--- src/rtl/ram_rd_stream_if.sv ---
// ram_rd_stream_if: groups the command, RAM read-port and output-stream signals of ram_rd_stream.
// Latency: none, wires only.
// Backpressure: carries m_valid/m_ready; cmd_valid/cmd_ready is a plain handshake.
// Modports: master = the streaming engine, slave = the surrounding RAM/consumer/commander.
// Optional: RAM_RD_STREAM_LAST_EN adds m_last to the stream group.
interface ram_rd_stream_if #(
  parameter int AW = 5,
  parameter int DW = 8
);
  logic          cmd_valid;
  logic          cmd_ready;
  logic [AW-1:0] cmd_addr;
  logic [AW:0]   cmd_len;
  logic          r_en;
  logic [AW-1:0] r_addr;
  logic [DW-1:0] r_data;
  logic          m_valid;
  logic          m_ready;
  logic [DW-1:0] m_data;
`ifdef RAM_RD_STREAM_LAST_EN
  logic          m_last;
`endif
  logic          busy;
  logic          done;

  modport master (
    input  cmd_valid, cmd_addr, cmd_len, r_data, m_ready,
    output cmd_ready, r_en, r_addr, m_valid, m_data,
`ifdef RAM_RD_STREAM_LAST_EN
    output m_last,
`endif
    output busy, done
  );

  modport slave (
    output cmd_valid, cmd_addr, cmd_len, r_data, m_ready,
    input  cmd_ready, r_en, r_addr, m_valid, m_data,
`ifdef RAM_RD_STREAM_LAST_EN
    input  m_last,
`endif
    input  busy, done
  );
endinterface

--- src/rtl/ram_rd_stream.sv ---
// ram_rd_stream: burst read engine; drives the RAM read port one address per cycle into a 4-entry FIFO streamed out on m_valid/m_ready.
// Latency: command accepted at edge E0 -> r_en in the following cycle -> m_valid after edge E2; 1 beat/cycle sustained.
// Backpressure: a read is issued only while FIFO occupancy plus outstanding reads stays below 4, so m_ready low never drops data.
// Ports: clk, rst (synchronous, active-high); bus (ram_rd_stream_if.master) carries cmd_*, r_en/r_addr/r_data, m_valid/m_ready/m_data, busy, done.
// Optional: define RAM_RD_STREAM_LAST_EN to add m_last, stored with each FIFO entry and high on the final beat of a burst.
module ram_rd_stream #(
  parameter int AW = 5,
  parameter int DW = 8
) (
  input  logic            clk,
  input  logic            rst,
  ram_rd_stream_if.master bus
);

  localparam int DEPTH = 4;
`ifdef RAM_RD_STREAM_LAST_EN
  localparam int FW = DW + 1;
`else
  localparam int FW = DW;
`endif
  localparam logic [AW:0] LEN_ONE = 1;

  typedef enum logic [1:0] {IDLE, RUN, DRAIN, FIN} state_t;
  state_t state, state_nxt;

  logic [AW:0]   rem;        // reads still to issue
  logic          r_en_q;
  logic [AW-1:0] r_addr_q;
  logic          rd_vld;     // r_data carries the read issued last cycle
  logic [FW-1:0] fifo_mem [DEPTH];
  logic [1:0]    wr_ptr;
  logic [1:0]    rd_ptr;
  logic [2:0]    cnt;

  logic          accept;
  logic          len_zero;
  logic          push;
  logic          pop;
  logic [3:0]    occ_proj;
  logic          credit_ok;
  logic          issue_run;
  logic          drain_done;
  logic [FW-1:0] push_dat;
  logic [FW-1:0] head;
  logic          cmd_ready_c;
  logic          busy_c;
  logic          done_c;

`ifdef RAM_RD_STREAM_LAST_EN
  logic          r_last_q;   // the read on the RAM port this cycle is the burst's last
  logic          rd_last;    // r_data this cycle is the burst's last beat
  assign push_dat = {rd_last, bus.r_data};
`else
  assign push_dat = bus.r_data;
`endif

  assign accept   = (state == IDLE) && bus.cmd_valid;
  assign len_zero = (bus.cmd_len == '0);
  assign push     = rd_vld;
  assign pop      = (cnt != 3'd0) && bus.m_ready;

  // Entries the FIFO must eventually hold: after this edge's push/pop, plus
  // the read currently on the RAM port. A new read may go out only if it
  // still fits, so the FIFO can never overflow whatever m_ready does.
  assign occ_proj  = {1'b0, cnt} + {3'b000, rd_vld} + {3'b000, r_en_q} - {3'b000, pop};
  assign credit_ok = (occ_proj < 4'(DEPTH));
  assign issue_run = (state == RUN) && (rem != '0) && credit_ok;

  // Burst is finished once nothing is outstanding and the last entry leaves
  // the FIFO at this edge (or it is already empty).
  assign drain_done = !r_en_q && !rd_vld &&
                      ((cnt == 3'd0) || ((cnt == 3'd1) && pop));

  // State register
  always_ff @(posedge clk) begin
    if (rst) state <= IDLE;
    else     state <= state_nxt;
  end

  // Next-state logic
  always_comb begin
    state_nxt = state;
    case (state)
      IDLE:  if (accept) state_nxt = len_zero ? FIN : RUN;
      RUN:   if ((rem == '0) || (issue_run && (rem == LEN_ONE))) state_nxt = DRAIN;
      DRAIN: if (drain_done) state_nxt = FIN;
      FIN:   state_nxt = IDLE;
      default: state_nxt = IDLE;
    endcase
  end

  // State-decoded outputs
  always_comb begin
    cmd_ready_c = 1'b0;
    busy_c      = 1'b0;
    done_c      = 1'b0;
    case (state)
      IDLE:    cmd_ready_c = 1'b1;
      RUN:     busy_c      = 1'b1;
      DRAIN:   busy_c      = 1'b1;
      FIN:     done_c      = 1'b1;
      default: cmd_ready_c = 1'b0;
    endcase
  end

  // Read issue and FIFO datapath. The first read of a burst goes out
  // straight from the accepting edge so r_en appears the next cycle.
  always_ff @(posedge clk) begin
    if (rst) begin
      rem      <= '0;
      r_en_q   <= 1'b0;
      r_addr_q <= '0;
      rd_vld   <= 1'b0;
      wr_ptr   <= '0;
      rd_ptr   <= '0;
      cnt      <= '0;
      for (int i = 0; i < DEPTH; i++) fifo_mem[i] <= '0;
`ifdef RAM_RD_STREAM_LAST_EN
      r_last_q <= 1'b0;
      rd_last  <= 1'b0;
`endif
    end else begin
      rd_vld <= r_en_q;
`ifdef RAM_RD_STREAM_LAST_EN
      rd_last <= r_last_q;
`endif
      if (accept && !len_zero) begin
        r_en_q   <= 1'b1;
        r_addr_q <= bus.cmd_addr;
        rem      <= bus.cmd_len - LEN_ONE;
`ifdef RAM_RD_STREAM_LAST_EN
        r_last_q <= (bus.cmd_len == LEN_ONE);
`endif
      end else if (issue_run) begin
        r_en_q   <= 1'b1;
        r_addr_q <= r_addr_q + AW'(1);
        rem      <= rem - LEN_ONE;
`ifdef RAM_RD_STREAM_LAST_EN
        r_last_q <= (rem == LEN_ONE);
`endif
      end else begin
        r_en_q <= 1'b0;
`ifdef RAM_RD_STREAM_LAST_EN
        r_last_q <= 1'b0;
`endif
      end

      if (push) begin
        fifo_mem[wr_ptr] <= push_dat;
        wr_ptr           <= wr_ptr + 2'd1;
      end
      if (pop) rd_ptr <= rd_ptr + 2'd1;
      cnt <= cnt + 3'(push) - 3'(pop);
    end
  end

  fifo_no_overflow: assert property (@(posedge clk) disable iff (rst)
    !(push && !pop && (cnt == 3'(DEPTH))));

  assign head          = fifo_mem[rd_ptr];
  assign bus.cmd_ready = cmd_ready_c;
  assign bus.busy      = busy_c;
  assign bus.done      = done_c;
  assign bus.r_en      = r_en_q;
  assign bus.r_addr    = r_addr_q;
  assign bus.m_valid   = (cnt != 3'd0);
  assign bus.m_data    = head[DW-1:0];
`ifdef RAM_RD_STREAM_LAST_EN
  assign bus.m_last    = head[DW];
`endif

endmodule

--- src/flat_wrapper.sv ---
// flat-port wrapper written by rule: the top's interface ports become plain ports
module ram_rd_stream_flat 
#(
  parameter int AW = 5,
  parameter int DW = 8
)
  (clk, rst, bus_cmd_valid, bus_cmd_addr, bus_cmd_len, bus_r_data, bus_m_ready, bus_cmd_ready, bus_r_en, bus_r_addr, bus_m_valid, bus_m_data, bus_busy, bus_done);
  ram_rd_stream_if #(.AW(AW), .DW(DW)) bus_i ();
  input  logic clk;
  input  logic rst;
  input wire logic [$bits(bus_i.cmd_valid)-1:0] bus_cmd_valid;
  input wire logic [$bits(bus_i.cmd_addr)-1:0] bus_cmd_addr;
  input wire logic [$bits(bus_i.cmd_len)-1:0] bus_cmd_len;
  input wire logic [$bits(bus_i.r_data)-1:0] bus_r_data;
  input wire logic [$bits(bus_i.m_ready)-1:0] bus_m_ready;
  output wire logic [$bits(bus_i.cmd_ready)-1:0] bus_cmd_ready;
  output wire logic [$bits(bus_i.r_en)-1:0] bus_r_en;
  output wire logic [$bits(bus_i.r_addr)-1:0] bus_r_addr;
  output wire logic [$bits(bus_i.m_valid)-1:0] bus_m_valid;
  output wire logic [$bits(bus_i.m_data)-1:0] bus_m_data;
  output wire logic [$bits(bus_i.busy)-1:0] bus_busy;
  output wire logic [$bits(bus_i.done)-1:0] bus_done;
  assign bus_i.cmd_valid = bus_cmd_valid;
  assign bus_i.cmd_addr = bus_cmd_addr;
  assign bus_i.cmd_len = bus_cmd_len;
  assign bus_i.r_data = bus_r_data;
  assign bus_i.m_ready = bus_m_ready;
  assign bus_cmd_ready = bus_i.cmd_ready;
  assign bus_r_en = bus_i.r_en;
  assign bus_r_addr = bus_i.r_addr;
  assign bus_m_valid = bus_i.m_valid;
  assign bus_m_data = bus_i.m_data;
  assign bus_busy = bus_i.busy;
  assign bus_done = bus_i.done;
  ram_rd_stream #(.AW(AW), .DW(DW)) u_core (.clk(clk), .rst(rst), .bus(bus_i));
endmodule
--- config.mk ---
export PLATFORM = sky130hd
export DESIGN_NAME = ram_rd_stream_flat
export DESIGN_NICKNAME = d
export VERILOG_FILES = /design/src/rtl/ram_rd_stream_if.sv /design/src/rtl/ram_rd_stream.sv /design/src/flat_wrapper.sv
export SDC_FILE = /design/constraint.sdc
export NUM_CORES = 1
export LEC_CHECK = 0
export ABC_AREA = 1
export CAP_MARGIN = 25
export CORE_ASPECT_RATIO = 1.2
export CORE_UTILIZATION = 45
export DETAILED_ROUTE_END_ITERATION = 16
export PLACE_DENSITY_LB_ADDON = 0.3
export REMOVE_ABC_BUFFERS = 1
export SLEW_MARGIN = 30
export SYNTH_ARGS = -nofsm -noshare
export SYNTH_HDL_FRONTEND = slang
export SYNTH_SLANG_ARGS = --single-unit
--- constraint.sdc ---
create_clock -name clk -period 4.6 [get_ports clk]
set_input_delay 0.46 -clock clk [delete_from_list [all_inputs] [get_ports clk]]
set_output_delay 0.46 -clock clk [all_outputs]
set_load 0.05 [all_outputs]
==> metrics.md <==
| Metric | Value |
|---|---|
| Final antenna-violating net count | `0` |
| Post-CTS setup buffer count | `0` |
| Time the worst path needs with I/O delays and setup | `2.86 ns` |
| DRC | `0` |
| Total count of hold-check failures in the final report | `0` |
| Share of post-route cells with drive strength above 1 | `0.0890` |
| Clock tree skew after final layout | `0.0127 ns` |
| Clock latency on the worst-skew pair | `0.31 ns` |
| Ant. Diodes | `0` |
| Leakage | `0.00144 uW` |
| Worst path bufs/invs | `2` |
| Routability cong. | `0.811` |
| Sequential cell area fraction in the yosys report | `0.480` |
| Num ports | `41` |
| Number of distinct library cell variants in the gate-level netlist after synthesis | `31` |
| Arrival time reported for the critical path endpoint | `2.40 ns` |
| Synthesis-stage register bit count | `56` |
| DIE WIDTH | `76.5 um` |
| Number of warnings issued by yosys | `0` |
| Cell Area, Synth | `0.00300 sq mm` |
| Number of hold buffers added after CTS | `0` |
| Number of global-route vias before repair | `2243` |
| Number of iterations in the first detailed-routing pass | `4` |
| Max frequency | `0.350 GHz` |
| Power per Cell Area | `590 mW/mm^2` |
| Unrepaired setup endpoints after global routing | `false` |
| Final setup violation count | `0` |
| Category of the most critical setup path | `reg2out` |
| Wire per inst | `12.7 um` |
| CTS root buffer | `clkbuf_8` |
| Height of the die | `91.5 um` |
| Worst hold path type | `reg2reg` |
| Worst supply voltage drop on vdd | `0.412 mV` |
| Number of vias per cell after detailed routing | `5.01` |
| Count of clock tree sinks | `56` |
| Clk pin slew, worst setup/hold paths | `0.10 ns` |
| Overall overflow remaining after global route | `0` |
| Worst hold slack | `0.478 ns` |
| TritonCTS clock tree | `done` |
| Fraction of post-synthesis cell area in the top cell type by area | `0.320` |
| Number of placed instances, taps included | `459` |
| Layout fillers | `602` |
| Synthesized instance count | `343` |
| DP Wirelength | `4290 um` |
| PostCTS Resize Cnt | `0` |
| Top fanout value on the critical path | `17` |
| Average cell area after synthesis | `8.75 sq um` |
| Pin count of the biggest net entering global routing | `22` |
| Area overhead of the layout relative to synthesis | `17.6%` |
| Delay of the slowest critical-path stage | `0.70 ns` |
| Tightest Pin Transition | `0.838 ns` |
| Overall routing resource usage | `0.184` |
| Final cycle utilization of the critical path | `0.621` |
| Number of H-tree levels | `2` |
| Area leader, netlist | `edfxtp_1` |
| First DRT Iteration DRCs | `135` |
| Worst slew margin relative to its limit | `0.438` |
| Number of nets in the finished design | `421` |
| Cell with the largest stage delay on the worst path | `clkdlybuf4s50_1` |
| Crit start category | `flop` |
| Delay-heaviest family, CP | `buffers and inverters` |
| Setup TNS | `0 ns` |
| Final core utilization | `0.547` |
| Sum of routed wire length over all layers | `5920 um` |
| Number of buffers inserted during clock tree synthesis | `5` |
| Total of buffers placed on input and output ports | `40` |
| Initial core utilization | `0.465` |
| # rows | `32` |
| First-pass GRT wire length | `10200 um` |
| Number of standard cells in the final layout excluding fillers | `467` |
| Type of element capturing the critical path | `output port` |
| Total core area | `0.00645 sq mm` |
| Ranking of synthesized cells by area | `edfxtp_1 32%, dfxtp_1 16%, nor2_1 7.9%` |
| Buffer depth of the longest clock path | `2` |
| Data required time of the worst path | `4.14 ns` |
| Number of antenna violations at the first check in global routing | `0` |
| Detailed-route via count | `2340` |
| Die Area | `0.00700 sq mm` |
| Result of the run | `complete, no violations` |
| Pins over their slew limit | `0` |
| Critical-path cell list | `inv_1 > o21ai_0 > o22ai_1 > clkdlybuf4s50_1` |
| Max-cap violation count | `0` |
-- state kept, by name, summed over array words and instances, names as in the netlist, named ones only --
signal             flops
u_core.fifo_mem       32
u_core.rem             6
u_core.bus.r_addr      5
u_core.cnt             3
u_core.rd_ptr          2
u_core.state           2
u_core.wr_ptr          2
u_core.bus.r_en        1
u_core.push            1
-- area by class of cell --
class / instances / area [sq um] / share of cell area
sequential: 56 / 1440 / 0.409
clock inverter: 2 / 16.3 / 0.00461
tap: 85 / 106 / 0.0301
clock buffer: 6 / 72.6 / 0.0206
inverter: 37 / 139 / 0.0394
timing repair buffer: 42 / 415 / 0.118
multi-input combinational: 239 / 1340 / 0.379
-- power breakdown --
part	switching, uW	internal, uW
sequential	86.6	616
combinational	707	406
clock	159	109
total	953	1130
-- worst min-delay path: stages, from the launching register on --
cell and delay (ns):
dfxtp_1 0.31, inv_1 0.06, a21oi_1 0.07
-- cell usage after synthesis, drive strengths merged --
cell type and n:
o21ai 28, ha 16, clkbuf 3, nand3 24, xor2 5, a21oi 17, inv 37, nor3 9
nand3b 1, fa 1, nor2 64, edfxtp 32, or2 1, dfxtp 24, nand2 56, xnor2 6
buf 8, o2111ai 1, o21bai 1, o22ai 8, mux2i 1
-- routing by layer --
layer,track usage,vias to the layer above,wire length (um)
met5,0,-,0
met4,0.0609,0,100
met3,0.0332,9,222
met2,0.330,51,3070
met1,0.219,1075,2530
li1,-,1205,-
-- through the flow --
stage               area (sq um)  power, uW  setup slack, ns
floorplan                   2920       1540             2.12
global placement            3440       1810             1.94
detailed placement          3440       1830             1.85
CTS                         3530       2090             1.70
global route                3530       2250             1.49
finish                      3530       2080             1.74
-- final timing paths --
path / startpoint / to / slack [ns] / cells past startpoint
setup / recovery: flop / bus_m_data[6] / 1.74 / 4
hold / removal: u_core.rd_ptr[1] / u_core.rd_ptr[1] / 0.48 / 2
setup reg to reg: u_core.cnt[1] / u_core.bus.r_addr[1] / 2.19 / 17
hold reg to reg: u_core.rd_ptr[1] / u_core.rd_ptr[1] / 0.48 / 2
-- logic make-up (layout without fill, tap and decap cells) --
family,after synthesis,after routing,synth area share
flip-flops,56,56,0.480
buffers and inverters,48,87,0.0738
AND/OR/NAND/NOR,155,155,0.227
XOR/XNOR,11,11,0.0321
adder cells (fa/ha/maj),17,17,0.0734
multiplexers,1,1,0.00334
AO/OA/AOI/OAI,55,55,0.110
-- cell usage in the layout (no fill, tap or decap), types with 5 or more instances in the layout --
cell / n
inv_1: 35
dfxtp_1: 24
clkbuf_8: 5
nand2_2: 7
xor2_1: 5
nand2_1: 47
nor2_1: 63
a21oi_2: 8
xnor2_1: 6
nand3_1: 23
nor3_1: 9
ha_1: 16
clkdlybuf4s50_1: 40
a21oi_1: 9
o21ai_0: 26
o22ai_1: 8
edfxtp_1: 32
(Power assumes the default switching activity.)
